--- config.mk ---
export PLATFORM = sky130hd
export DESIGN_NAME = pc_gen_flat
export DESIGN_NICKNAME = d
export VERILOG_FILES = /design/src/rtl/pc_gen_pkg.sv /design/src/rtl/pc_gen_if.sv /design/src/rtl/pc_ras.sv /design/src/rtl/pc_gen.sv /design/src/flat_wrapper.sv
export SDC_FILE = /design/constraint.sdc
export NUM_CORES = 1
export LEC_CHECK = 0
export CELL_PAD_IN_SITES_DETAIL_PLACEMENT = 1
export CELL_PAD_IN_SITES_GLOBAL_PLACEMENT = 2
export CORE_ASPECT_RATIO = 0.5
export CORE_MARGIN = 8
export CORE_UTILIZATION = 29
export CTS_CLUSTER_SIZE = 28
export DETAILED_ROUTE_END_ITERATION = 6
export PLACE_DENSITY = 0.95
export SYNTH_ARGS = -nofsm -noshare
export SYNTH_HDL_FRONTEND = slang
export SYNTH_SLANG_ARGS = --single-unit
--- constraint.sdc ---
create_clock -name clk -period 6.95 [get_ports clk]
set_clock_uncertainty 0.2 [all_clocks]
set_input_delay 0.695 -clock clk [delete_from_list [all_inputs] [get_ports clk]]
set_output_delay 0.695 -clock clk [all_outputs]
set_load 0.02 [all_outputs]
--- src/rtl/pc_gen_pkg.sv ---
// Shared pc_gen definitions: next-PC mode encodings, FSM states, default vectors.
// Latency: n/a (declarations only).
// Backpressure: n/a.
package pc_gen_pkg;

    localparam logic [2:0] SEL_SEQ  = 3'd0;
    localparam logic [2:0] SEL_BR   = 3'd1;
    localparam logic [2:0] SEL_J    = 3'd2;
    localparam logic [2:0] SEL_JR   = 3'd3;
    localparam logic [2:0] SEL_JAL  = 3'd4;
    localparam logic [2:0] SEL_RET  = 3'd5;
    localparam logic [2:0] SEL_ERET = 3'd6;

    localparam logic [31:0] DEF_RESET_PC = 32'h0000_3000;
    localparam logic [31:0] DEF_EXC_VEC  = 32'h0000_4180;

    typedef enum logic {
        ST_NORMAL = 1'b0,
        ST_EXC    = 1'b1
    } pc_state_e;

endpackage

--- src/rtl/pc_gen_if.sv ---
// Controller <-> pc_gen bundle: next-PC controls in, PC/exception status out.
// Latency: n/a (wiring only).
// Backpressure: stall freezes the consumer; no other flow control.
interface pc_gen_if #(
    parameter int XLEN = 32
);
    logic            stall;
    logic [2:0]      pc_sel;
    logic            br_taken;
    logic [25:0]     imm;
    logic [XLEN-1:0] grf_a;
    logic            exc_req;
    logic [XLEN-1:0] pc;
    logic [XLEN-1:0] next_pc;
    logic [XLEN-1:0] epc;
    logic            in_exc;
    logic            ras_hit;

    modport master (
        output stall, pc_sel, br_taken, imm, grf_a, exc_req,
        input  pc, next_pc, epc, in_exc, ras_hit
    );

    modport slave (
        input  stall, pc_sel, br_taken, imm, grf_a, exc_req,
        output pc, next_pc, epc, in_exc, ras_hit
    );
endinterface

--- src/rtl/pc_ras.sv ---
// Circular return-address stack; a push on a full stack overwrites the oldest entry.
// Latency: push/pop take effect at the clock edge; top/empty/full reflect registered state.
// Backpressure: none; pop on an empty stack is ignored.
module pc_ras #(
    parameter int XLEN      = 32,
    parameter int RAS_DEPTH = 4
) (
    input  logic            clk,
    input  logic            reset,
    input  logic            push,
    input  logic [XLEN-1:0] push_dat,
    input  logic            pop,
    output logic [XLEN-1:0] top,
    output logic            empty,
    output logic            full
);
    localparam int PTR_W = $clog2(RAS_DEPTH);
    localparam int CNT_W = PTR_W + 1;

    logic [XLEN-1:0]  mem [RAS_DEPTH];
    logic [PTR_W-1:0] top_ptr;
    logic [PTR_W-1:0] push_ptr;
    logic [CNT_W-1:0] count;

    // Pointer wraps naturally because RAS_DEPTH is a power of two.
    assign push_ptr = top_ptr + 1'b1;
    assign top      = mem[top_ptr];
    assign empty    = (count == '0);
    assign full     = (count == CNT_W'(RAS_DEPTH));

    always_ff @(posedge clk) begin
        if (reset) begin
            top_ptr <= '0;
            count   <= '0;
        end else if (push) begin
            top_ptr <= push_ptr;
            count   <= full ? count : count + 1'b1;
        end else if (pop && !empty) begin
            top_ptr <= top_ptr - 1'b1;
            count   <= count - 1'b1;
        end
    end

    always_ff @(posedge clk) begin
        if (push) begin
            mem[push_ptr] <= push_dat;
        end
    end
endmodule

--- src/rtl/pc_gen.sv ---
// Program-counter register and next-PC selection (SEQ/BR/J/JR/JAL/RET/ERET, exceptions); RAS under PC_GEN_RAS_EN.
// Latency: next_pc combinational, pc/epc/state registered one edge later.
// Backpressure: stall freezes pc, epc, state and stack; next_pc still computed.
module pc_gen
    import pc_gen_pkg::*;
#(
    parameter int              XLEN      = 32,
    parameter logic [XLEN-1:0] RESET_PC  = XLEN'(DEF_RESET_PC),
    parameter logic [XLEN-1:0] EXC_VEC   = XLEN'(DEF_EXC_VEC),
    parameter int              RAS_DEPTH = 4
) (
    input  logic     clk,
    input  logic     reset,
    pc_gen_if.slave  bus
);
    if ((XLEN < 32) || (RAS_DEPTH < 2) || ((RAS_DEPTH & (RAS_DEPTH - 1)) != 0)) begin : g_bad_cfg
        $error("pc_gen: XLEN must be >= 32 and RAS_DEPTH a power of two >= 2");
    end

    pc_state_e       state, state_n;
    logic [XLEN-1:0] pc_q, epc_q, epc_n, next_pc;
    logic [XLEN-1:0] pc4, br_off, j_target;
    logic            misaligned, exc, ras_hit;

    assign pc4      = pc_q + XLEN'(4);
    assign br_off   = {{(XLEN-18){bus.imm[15]}}, bus.imm[15:0], 2'b00};
    assign j_target = {pc4[XLEN-1:28], bus.imm, 2'b00};

    assign misaligned = ((bus.pc_sel == SEL_JR) || (bus.pc_sel == SEL_RET))
                        && (bus.grf_a[1:0] != 2'b00);
    assign exc        = bus.exc_req || misaligned;

`ifdef PC_GEN_RAS_EN
    logic            ras_push, ras_pop, ras_empty;
    logic [XLEN-1:0] ras_top;

    pc_ras #(
        .XLEN      (XLEN),
        .RAS_DEPTH (RAS_DEPTH)
    ) u_ras (
        .clk      (clk),
        .reset    (reset),
        .push     (ras_push && !bus.stall),
        .push_dat (pc_q + XLEN'(8)),
        .pop      (ras_pop && !bus.stall),
        .top      (ras_top),
        .empty    (ras_empty),
        .full     ()
    );
`endif

    always_comb begin
        next_pc = pc4;
        state_n = state;
        epc_n   = epc_q;
        ras_hit = 1'b0;
`ifdef PC_GEN_RAS_EN
        ras_push = 1'b0;
        ras_pop  = 1'b0;
`endif
        if (exc) begin
            // A nested exception re-vectors but keeps the original return point.
            next_pc = EXC_VEC;
            state_n = ST_EXC;
            if (state == ST_NORMAL) begin
                epc_n = pc_q;
            end
        end else begin
            case (bus.pc_sel)
                SEL_BR: begin
                    if (bus.br_taken) begin
                        next_pc = pc4 + br_off;
                    end
                end
                SEL_J: next_pc = j_target;
                SEL_JAL: begin
                    next_pc = j_target;
`ifdef PC_GEN_RAS_EN
                    ras_push = 1'b1;
`endif
                end
                SEL_JR: next_pc = bus.grf_a;
                SEL_RET: begin
                    next_pc = bus.grf_a;
`ifdef PC_GEN_RAS_EN
                    if (!ras_empty) begin
                        ras_pop = 1'b1;
                        if (ras_top == bus.grf_a) begin
                            next_pc = ras_top;
                            ras_hit = 1'b1;
                        end
                    end
`endif
                end
                SEL_ERET: begin
                    if (state == ST_EXC) begin
                        next_pc = epc_q;
                        state_n = ST_NORMAL;
                    end
                end
                default: next_pc = pc4;
            endcase
        end
    end

    always_ff @(posedge clk) begin
        if (reset) begin
            pc_q  <= RESET_PC;
            epc_q <= '0;
            state <= ST_NORMAL;
        end else if (!bus.stall) begin
            pc_q  <= next_pc;
            epc_q <= epc_n;
            state <= state_n;
        end
    end

    assign bus.pc      = pc_q;
    assign bus.next_pc = next_pc;
    assign bus.epc     = epc_q;
    assign bus.in_exc  = (state == ST_EXC);
    assign bus.ras_hit = ras_hit;
endmodule

--- src/flat_wrapper.sv ---
// flat-port wrapper written by rule: the top's interface ports become plain ports
module pc_gen_flat import pc_gen_pkg::*;
#(
    parameter int              XLEN      = 32,
    parameter logic [XLEN-1:0] RESET_PC  = XLEN'(DEF_RESET_PC),
    parameter logic [XLEN-1:0] EXC_VEC   = XLEN'(DEF_EXC_VEC),
    parameter int              RAS_DEPTH = 4
)
  (clk, reset, bus_stall, bus_pc_sel, bus_br_taken, bus_imm, bus_grf_a, bus_exc_req, bus_pc, bus_next_pc, bus_epc, bus_in_exc, bus_ras_hit);
  pc_gen_if #(.XLEN(XLEN)) bus_i ();
  input  logic clk;
  input  logic reset;
  input wire logic [$bits(bus_i.stall)-1:0] bus_stall;
  input wire logic [$bits(bus_i.pc_sel)-1:0] bus_pc_sel;
  input wire logic [$bits(bus_i.br_taken)-1:0] bus_br_taken;
  input wire logic [$bits(bus_i.imm)-1:0] bus_imm;
  input wire logic [$bits(bus_i.grf_a)-1:0] bus_grf_a;
  input wire logic [$bits(bus_i.exc_req)-1:0] bus_exc_req;
  output wire logic [$bits(bus_i.pc)-1:0] bus_pc;
  output wire logic [$bits(bus_i.next_pc)-1:0] bus_next_pc;
  output wire logic [$bits(bus_i.epc)-1:0] bus_epc;
  output wire logic [$bits(bus_i.in_exc)-1:0] bus_in_exc;
  output wire logic [$bits(bus_i.ras_hit)-1:0] bus_ras_hit;
  assign bus_i.stall = bus_stall;
  assign bus_i.pc_sel = bus_pc_sel;
  assign bus_i.br_taken = bus_br_taken;
  assign bus_i.imm = bus_imm;
  assign bus_i.grf_a = bus_grf_a;
  assign bus_i.exc_req = bus_exc_req;
  assign bus_pc = bus_i.pc;
  assign bus_next_pc = bus_i.next_pc;
  assign bus_epc = bus_i.epc;
  assign bus_in_exc = bus_i.in_exc;
  assign bus_ras_hit = bus_i.ras_hit;
  pc_gen #(.XLEN(XLEN), .RESET_PC(RESET_PC), .EXC_VEC(EXC_VEC), .RAS_DEPTH(RAS_DEPTH)) u_core (.clk(clk), .reset(reset), .bus(bus_i));
endmodule
==> flow_metrics.env, run 1 <==
export IMPL_post_route_util_pct=40.3
export IMPL_clock_fmax_mhz=171
export IMPL_hold_viol=0
export IMPL_drt_pass1_iter_count=7
export IMPL_path_buf_inv=1
export IMPL_drv_slew=0
export IMPL_cap_violations=0
export IMPL_ir_drop_v=0.000110
export IMPL_setup_ws_ps=1090
export IMPL_place_area_um2=7580
export IMPL_drt_total_wl_um=27500
export IMPL_cts_buffer_depth=2
export IMPL_p_leak_nw=2.98
export IMPL_wl_per_cell_um=23.1
export IMPL_clock_root_buffer="clkbuf_16"
export IMPL_syn_instance_count=790
export IMPL_core_area_um2=19500
export IMPL_period_share_pct=84.3
export IMPL_min_period_ps=5860
export IMPL_min_from="u_core.bus.epc[2]"
export IMPL_crit_path_start_kind="flip-flop"
export IMPL_path_cells="and4_1, and3_1, nand2_1, xnor2_1, ha_1, a21oi_1, o221ai_1, a21o_1, a21oi_1, o21ai_0, a311o_1, a31oi_1, nor2_1, clkdlybuf4s50_1"
export IMPL_yosys_warnings=0
export IMPL_min_path_type="reg -> reg"
export IMPL_stdcell_area_um2=7850
export IMPL_vias_per_cell=5.72
export IMPL_critPathKind="reg -> out"
export IMPL_antenna_found_initial=0
export IMPL_vias=6803
export IMPL_synth_seq_cells=65
export IMPL_area_delta_synth_final_pct=36.4
export IMPL_startpoint="u_core.bus.pc[4]"
export IMPL_setup_tns_ps=0
export IMPL_cts_tree="yes"
export IMPL_cts_resized_gates=0
export IMPL_ys_top_cells_by_count="nand2_1, a21oi_1, dfxtp_1"
export IMPL_ios=164
export IMPL_yosys_area_top_type="dfxtp_1"
export IMPL_syn_nets=892
export IMPL_synth_top_area_share_pct=22.6
export IMPL_yosysSeqAreaShare_pct=22.6
export IMPL_cp_max_fo=8
export IMPL_critPathTopFamily="compound AO/OA/AOI/OAI gates"
export IMPL_grt_max_degree=51
export IMPL_yosysMostFrequentCell="nand2_1"
export IMPL_overflow=0
export IMPL_dpl_cell_count=1175
export IMPL_grt_pass1_vias=7051
export IMPL_clk_pin_slew_ps=60
export IMPL_yosysUniqueCellTypes=71
export IMPL_synthArstFlopShare_pct=0
export IMPL_h_tree_depth=3
export IMPL_finalSetupViolCount=0
export IMPL_max_stage_delay_ps=590
export IMPL_dieArea_um2=24900
export IMPL_port_buffers=162
export IMPL_cp_arrival_ps=4970
export IMPL_numCtsBuffers=9
export IMPL_cts_num_sinks=65
export IMPL_grt_pass1_wl_um=41400
export IMPL_synthTopCellsByArea="dfxtp_1, nand2_1, ha_1, a21oi_1, xnor2_1"
export IMPL_synth_flop_cell="dfxtp_1"
export IMPL_synth_area_per_cell_um2=7.29
export IMPL_hold_buffers=0
export IMPL_place_ws_ps=1380
export IMPL_nFillCells=2393
export IMPL_nets=1022
export IMPL_worstMarginPinSlew_ps=1030
export IMPL_antenna_left=0
export IMPL_slowest_stage="clkdlybuf4s50_1"
export IMPL_drtIter0Drc=552
export IMPL_netlist_area_um2=5760
export IMPL_hpwlAfterDp_um=21500
export IMPL_grt_use_total_pct=21.1
export IMPL_rsz0062_at_grt="no"
export IMPL_post_cts_buffers=0
export IMPL_relSlewSlack_pct=31.0
export IMPL_final_cells=1190
export IMPL_drive_gt1_share_pct=5.41
export IMPL_place_gp_congestion=0.906
export IMPL_crit_path_end_kind="primary output"
export IMPL_outcome="completed"
export IMPL_synth_edff_count=0
export IMPL_power_density_nw_per_um2=159
export IMPL_insertion_delay_ps=350
export IMPL_required_ps=6050
export IMPL_die_height_um=116
export IMPL_crit_path_frequent_cell="a21oi_1"
export IMPL_seq_area_um2=1300
export IMPL_antenna_cells=0
export IMPL_chipWidth_um=215
export IMPL_initial_core_util_pct=29.6
export IMPL_multi_input_area_um2=4170
export IMPL_r2r_start="u_core.bus.pc[4]"
export IMPL_drc=0
export IMPL_rows=36
[cells in the final DEF (no fill, tap or decap), types with 15 or more instances in the layout]
| cell type | n |
|---|---|
| a222oi_1 | 15 |
| nand2_1 | 130 |
| o21ai_0 | 34 |
| xnor2_1 | 33 |
| clkdlybuf4s50_1 | 161 |
| inv_1 | 20 |
| dfxtp_1 | 65 |
| xor2_1 | 20 |
| ha_1 | 35 |
| nand3_1 | 27 |
| a22oi_1 | 19 |
| nand4_1 | 18 |
| a21oi_1 | 78 |
| nor2_1 | 52 |
| a21o_1 | 21 |
[power by group]
part,leakage [nW],switching [mW],internal [mW]
combinational,2.32,0.244,0.166
sequential,0.527,0.0210,0.384
clock,0.132,0.196,0.241
total,2.98,0.461,0.790
[tightest hold or removal path, cell delays in order, from the launching register on]
cell	delay [ps]
dfxtp_1	320
nand2_1	60
a21oi_1	50
[registers in the layout (all words and copies together), names as in the netlist]
name,cells
u_core.bus.pc,32
u_core.bus.in_exc,1
u_core.bus.epc,32
[per-layer routing]
layer | track usage, % | up-vias | part of all wire, %
met1 | 27.0 | 3384 | 46
met2 | 36.2 | 230 | 47
met4 | 5.91 | 0 | 1.8
met3 | 4.09 | 36 | 5.8
met5 | 0 | - | 0
li1 | - | 3153 | -
[cell families (layout without fill, tap and decap cells)]
| kind of cell | count (synthesis) | in the layout | synth area share [%] |
|---|---|---|---|
| AOI/OAI and AO/OA | 255 | 255 | 30.0 |
| adders and majority gates | 38 | 38 | 8.30 |
| xor gates and xnor gates | 54 | 54 | 8.35 |
| buffers and inverters | 74 | 208 | 5.22 |
| and+or+nand+nor | 292 | 292 | 23.5 |
| DFF | 65 | 65 | 22.6 |
| muxes | 11 | 11 | 1.91 |
| other | 1 | 1 | 0.0651 |
[area by class of cell]
class | count | share of cell area, %
multi-input cells | 651 | 53.2
repair buffers | 173 | 21.6
flip-flops and latches | 65 | 16.6
well taps | 266 | 4.24
clock buffers | 9 | 2.87
inverters | 20 | 0.956
clock inverters | 6 | 0.558
[per-stage QoR]
step / power (mW) / hold WS (ps)
final: 1.25 / 274
after global routing: 1.30 / 296
after CTS: 1.25 / 276
after detailed placement: 0.817 / 268
after global placement: 0.812 / 259
after floorplan: 0.638 / 346
[path summary, 6_finish.rpt]
check / cells after the start / slack (ps) / to
worst min-delay path: 2 / 270 / u_core.bus.epc[2]
worst max register to register: 13 / 2560 / u_core.bus.pc[28]
worst min register to register: 2 / 270 / u_core.bus.epc[2]
worst max-delay path: 14 / 1090 / bus_next_pc[28]
(Power assumes the default switching activity.)
==> run 2, diff against run 1 <==
--- a/config.mk
+++ b/config.mk
@@ -9,10 +9,10 @@
 export CELL_PAD_IN_SITES_GLOBAL_PLACEMENT = 2
 export CORE_ASPECT_RATIO = 0.5
 export CORE_MARGIN = 8
-export CORE_UTILIZATION = 29
+export CORE_UTILIZATION = 24
 export CTS_CLUSTER_SIZE = 28
 export DETAILED_ROUTE_END_ITERATION = 6
-export PLACE_DENSITY = 0.95
+export PLACE_DENSITY = 0.86
 export SYNTH_ARGS = -nofsm -noshare
 export SYNTH_HDL_FRONTEND = slang
 export SYNTH_SLANG_ARGS = --single-unit
==> constraint.sdc (replaced) <==
create_clock -name clk -period 5.2 [get_ports clk]
set_clock_uncertainty 0.2 [all_clocks]
set_input_delay 0.52 -clock clk [delete_from_list [all_inputs] [get_ports clk]]
set_output_delay 0.52 -clock clk [all_outputs]
set_load 0.02 [all_outputs]
==> run 2 against run 1 <==
Count of clock-buffer cells in the layout rose by 3. Cell area is 7.6% higher. Register-to-register slack worse by 1300 ps. Non-clock buffer count rose by 49. Worst hold slack got worse by 0.74 ps. First-iteration DRC count down 5.1%. Utilization is 4.8 points lower. Wire length up 9.4%. Via count is 3.1% higher. Sequential cell count unchanged. Largest power group unchanged.
==> flow_metrics.env, run 2 (synthesis gave the netlist of run 1 again) <==
export IMPL_hold_buffers=0
export IMPL_vias=7015
export IMPL_place_gp_congestion=1.01
export IMPL_hold_ws_ps=274
export IMPL_crit_path_start_kind="flip-flop"
export IMPL_wl_per_cell_um=23.4
export IMPL_grt_max_degree=33
export IMPL_grt_pass1_wl_um=45000
export IMPL_chipWidth_um=235
export IMPL_antenna_cells=0
export IMPL_clk_pin_slew_ps=60
export IMPL_area_delta_synth_final_pct=46.7
export IMPL_drv_slew=0
export IMPL_cts_buffer_depth=2
export IMPL_drc=0
export IMPL_critPathKind="reg -> out"
export IMPL_min_from="u_core.bus.epc[24]"
export IMPL_drive_gt1_share_pct=12.0
export IMPL_drt_total_wl_um=30100
export IMPL_initial_core_util_pct=24.2
export IMPL_netSwitchingFraction_pct=35.4
export IMPL_rr_worst_depth=13
export IMPL_final_common_cell="clkdlybuf4s50_1"
export IMPL_drt_pass1_iter_count=6
export IMPL_overflow=0
export IMPL_p_leak_nw=3.44
export IMPL_min_period_ps=5040
export IMPL_ir_drop_v=0.000118
export IMPL_startpoint="u_core.bus.pc[15]"
export IMPL_numCtsBuffers=9
export IMPL_clock_fmax_mhz=199
export IMPL_port_buffers=162
export IMPL_h_tree_depth=3
export IMPL_post_route_util_pct=35.5
export IMPL_p_total_mw=1.79
export IMPL_crit_path_end_kind="primary output"
export IMPL_p_int_mw=1.16
export IMPL_vias_per_cell=5.44
export IMPL_nets=1071
export IMPL_setup_tns_ps=0
export IMPL_seq_power_share_pct=29.4
export IMPL_min_path_cells=2
export IMPL_p_comb_share_pct=33.9
export IMPL_r2r_start="u_core.bus.pc[6]"
export IMPL_clock_root_buffer="clkbuf_16"
export IMPL_finalSetupViolCount=0
export IMPL_rows=40
export IMPL_nFillCells=2846
export IMPL_dieArea_um2=29500
export IMPL_place_ws_ps=97.8
export IMPL_core_area_um2=23800
export IMPL_min_path_type="reg -> reg"
export IMPL_worstMarginPinSlew_ps=1040
export IMPL_required_ps=4480
export IMPL_antenna_left=0
export IMPL_ios=164
export IMPL_cp_arrival_ps=4320
export IMPL_p_sw_uw=633
export IMPL_hold_viol=0
export IMPL_final_cell_mix="clkdlybuf4s50_1, nand2_1, a21oi_1, dfxtp_1, buf_4"
export IMPL_drtIter0Drc=524
export IMPL_die_height_um=126
export IMPL_period_share_pct=96.9
export IMPL_antenna_found_initial=0
export IMPL_hpwlAfterDp_um=23800
export IMPL_rsz0062_at_grt="no"
export IMPL_cts_num_sinks=65
export IMPL_power_density_nw_per_um2=212
export IMPL_cp_max_fo=5
export IMPL_cap_violations=0
export IMPL_setup_ws_ps=163
export IMPL_clockPowerShare_pct=36.7
export IMPL_grt_use_total_pct=19.4
export IMPL_cts_tree="yes"
export IMPL_outcome="completed"
export IMPL_insertion_delay_ps=350
export IMPL_grt_pass1_vias=7246
export IMPL_relSlewSlack_pct=30.6
-- run 2: metal layers --
| layer | GRT usage [%] | share of wire, % | up-vias |
|---|---|---|---|
| met4 | 6.66 | 3.1 | 0 |
| met2 | 34.0 | 49 | 214 |
| met1 | 24.2 | 43 | 3501 |
| met5 | 0 | 0 | - |
| met3 | 2.72 | 5.0 | 57 |
| li1 | - | - | 3243 |
-- run 2: timing repair --
action                                  4_1_cts  5_1_grt
endpoints found under the setup margin       13       12
setup buffers                                 3        1
gates resized for setup                      20       16
pin swaps                                     3        1
-- run 2: area by class of cell --
| type | instances | area [µm²] | area share, % |
|---|---|---|---|
| multi-input combinational | 651 | 4260 | 50.5 |
| timing repair buffer | 222 | 2100 | 24.9 |
| sequential | 65 | 1300 | 15.4 |
| tap | 315 | 394 | 4.67 |
| clock buffer | 12 | 256 | 3.04 |
| inverter | 20 | 75.1 | 0.889 |
| clock inverter | 4 | 51.3 | 0.607 |
-- run 2: path summary, 6_finish.rpt --
kind                              to  slack [ps]
hold / removal    u_core.bus.epc[24]         270
setup / recovery     bus_next_pc[31]         160
hold reg to reg   u_core.bus.epc[24]         270
setup reg to reg   u_core.bus.pc[29]        1260
-- run 2: worst max-delay path, stage by stage (launching register included) --
cell             delay, ps
dfxtp_1                410
nand4_2                190
or3_4                  440
or2_1                  270
nor2_1                 180
xor2_2                 130
ha_1                   300
and3_2                 240
nand2_1                 70
or3_1                  380
o21ai_1                210
o221ai_1               160
buf_4                  180
or3_1                  370
nand3_1                 80
clkdlybuf4s15_1        330
-- run 2: metrics by stage --
step,instances,instance area (µm²)
2_1_floorplan,790,5760
5_1_grt,1289,8450
4_1_cts,1288,8400
3_5_place_dp,1269,8000
3_3_place_gp,1269,8000
6_report,1289,8450
-- run 2: power by group through the flow --
stage	sequential, mW	combinational (mW)	clock (mW)
after global placement	0.536	0.589	0
after CTS	0.526	0.602	0.671
after detailed placement	0.537	0.595	0
after global routing	0.528	0.644	0.689
after floorplan	0.556	0.297	0
final	0.527	0.607	0.657
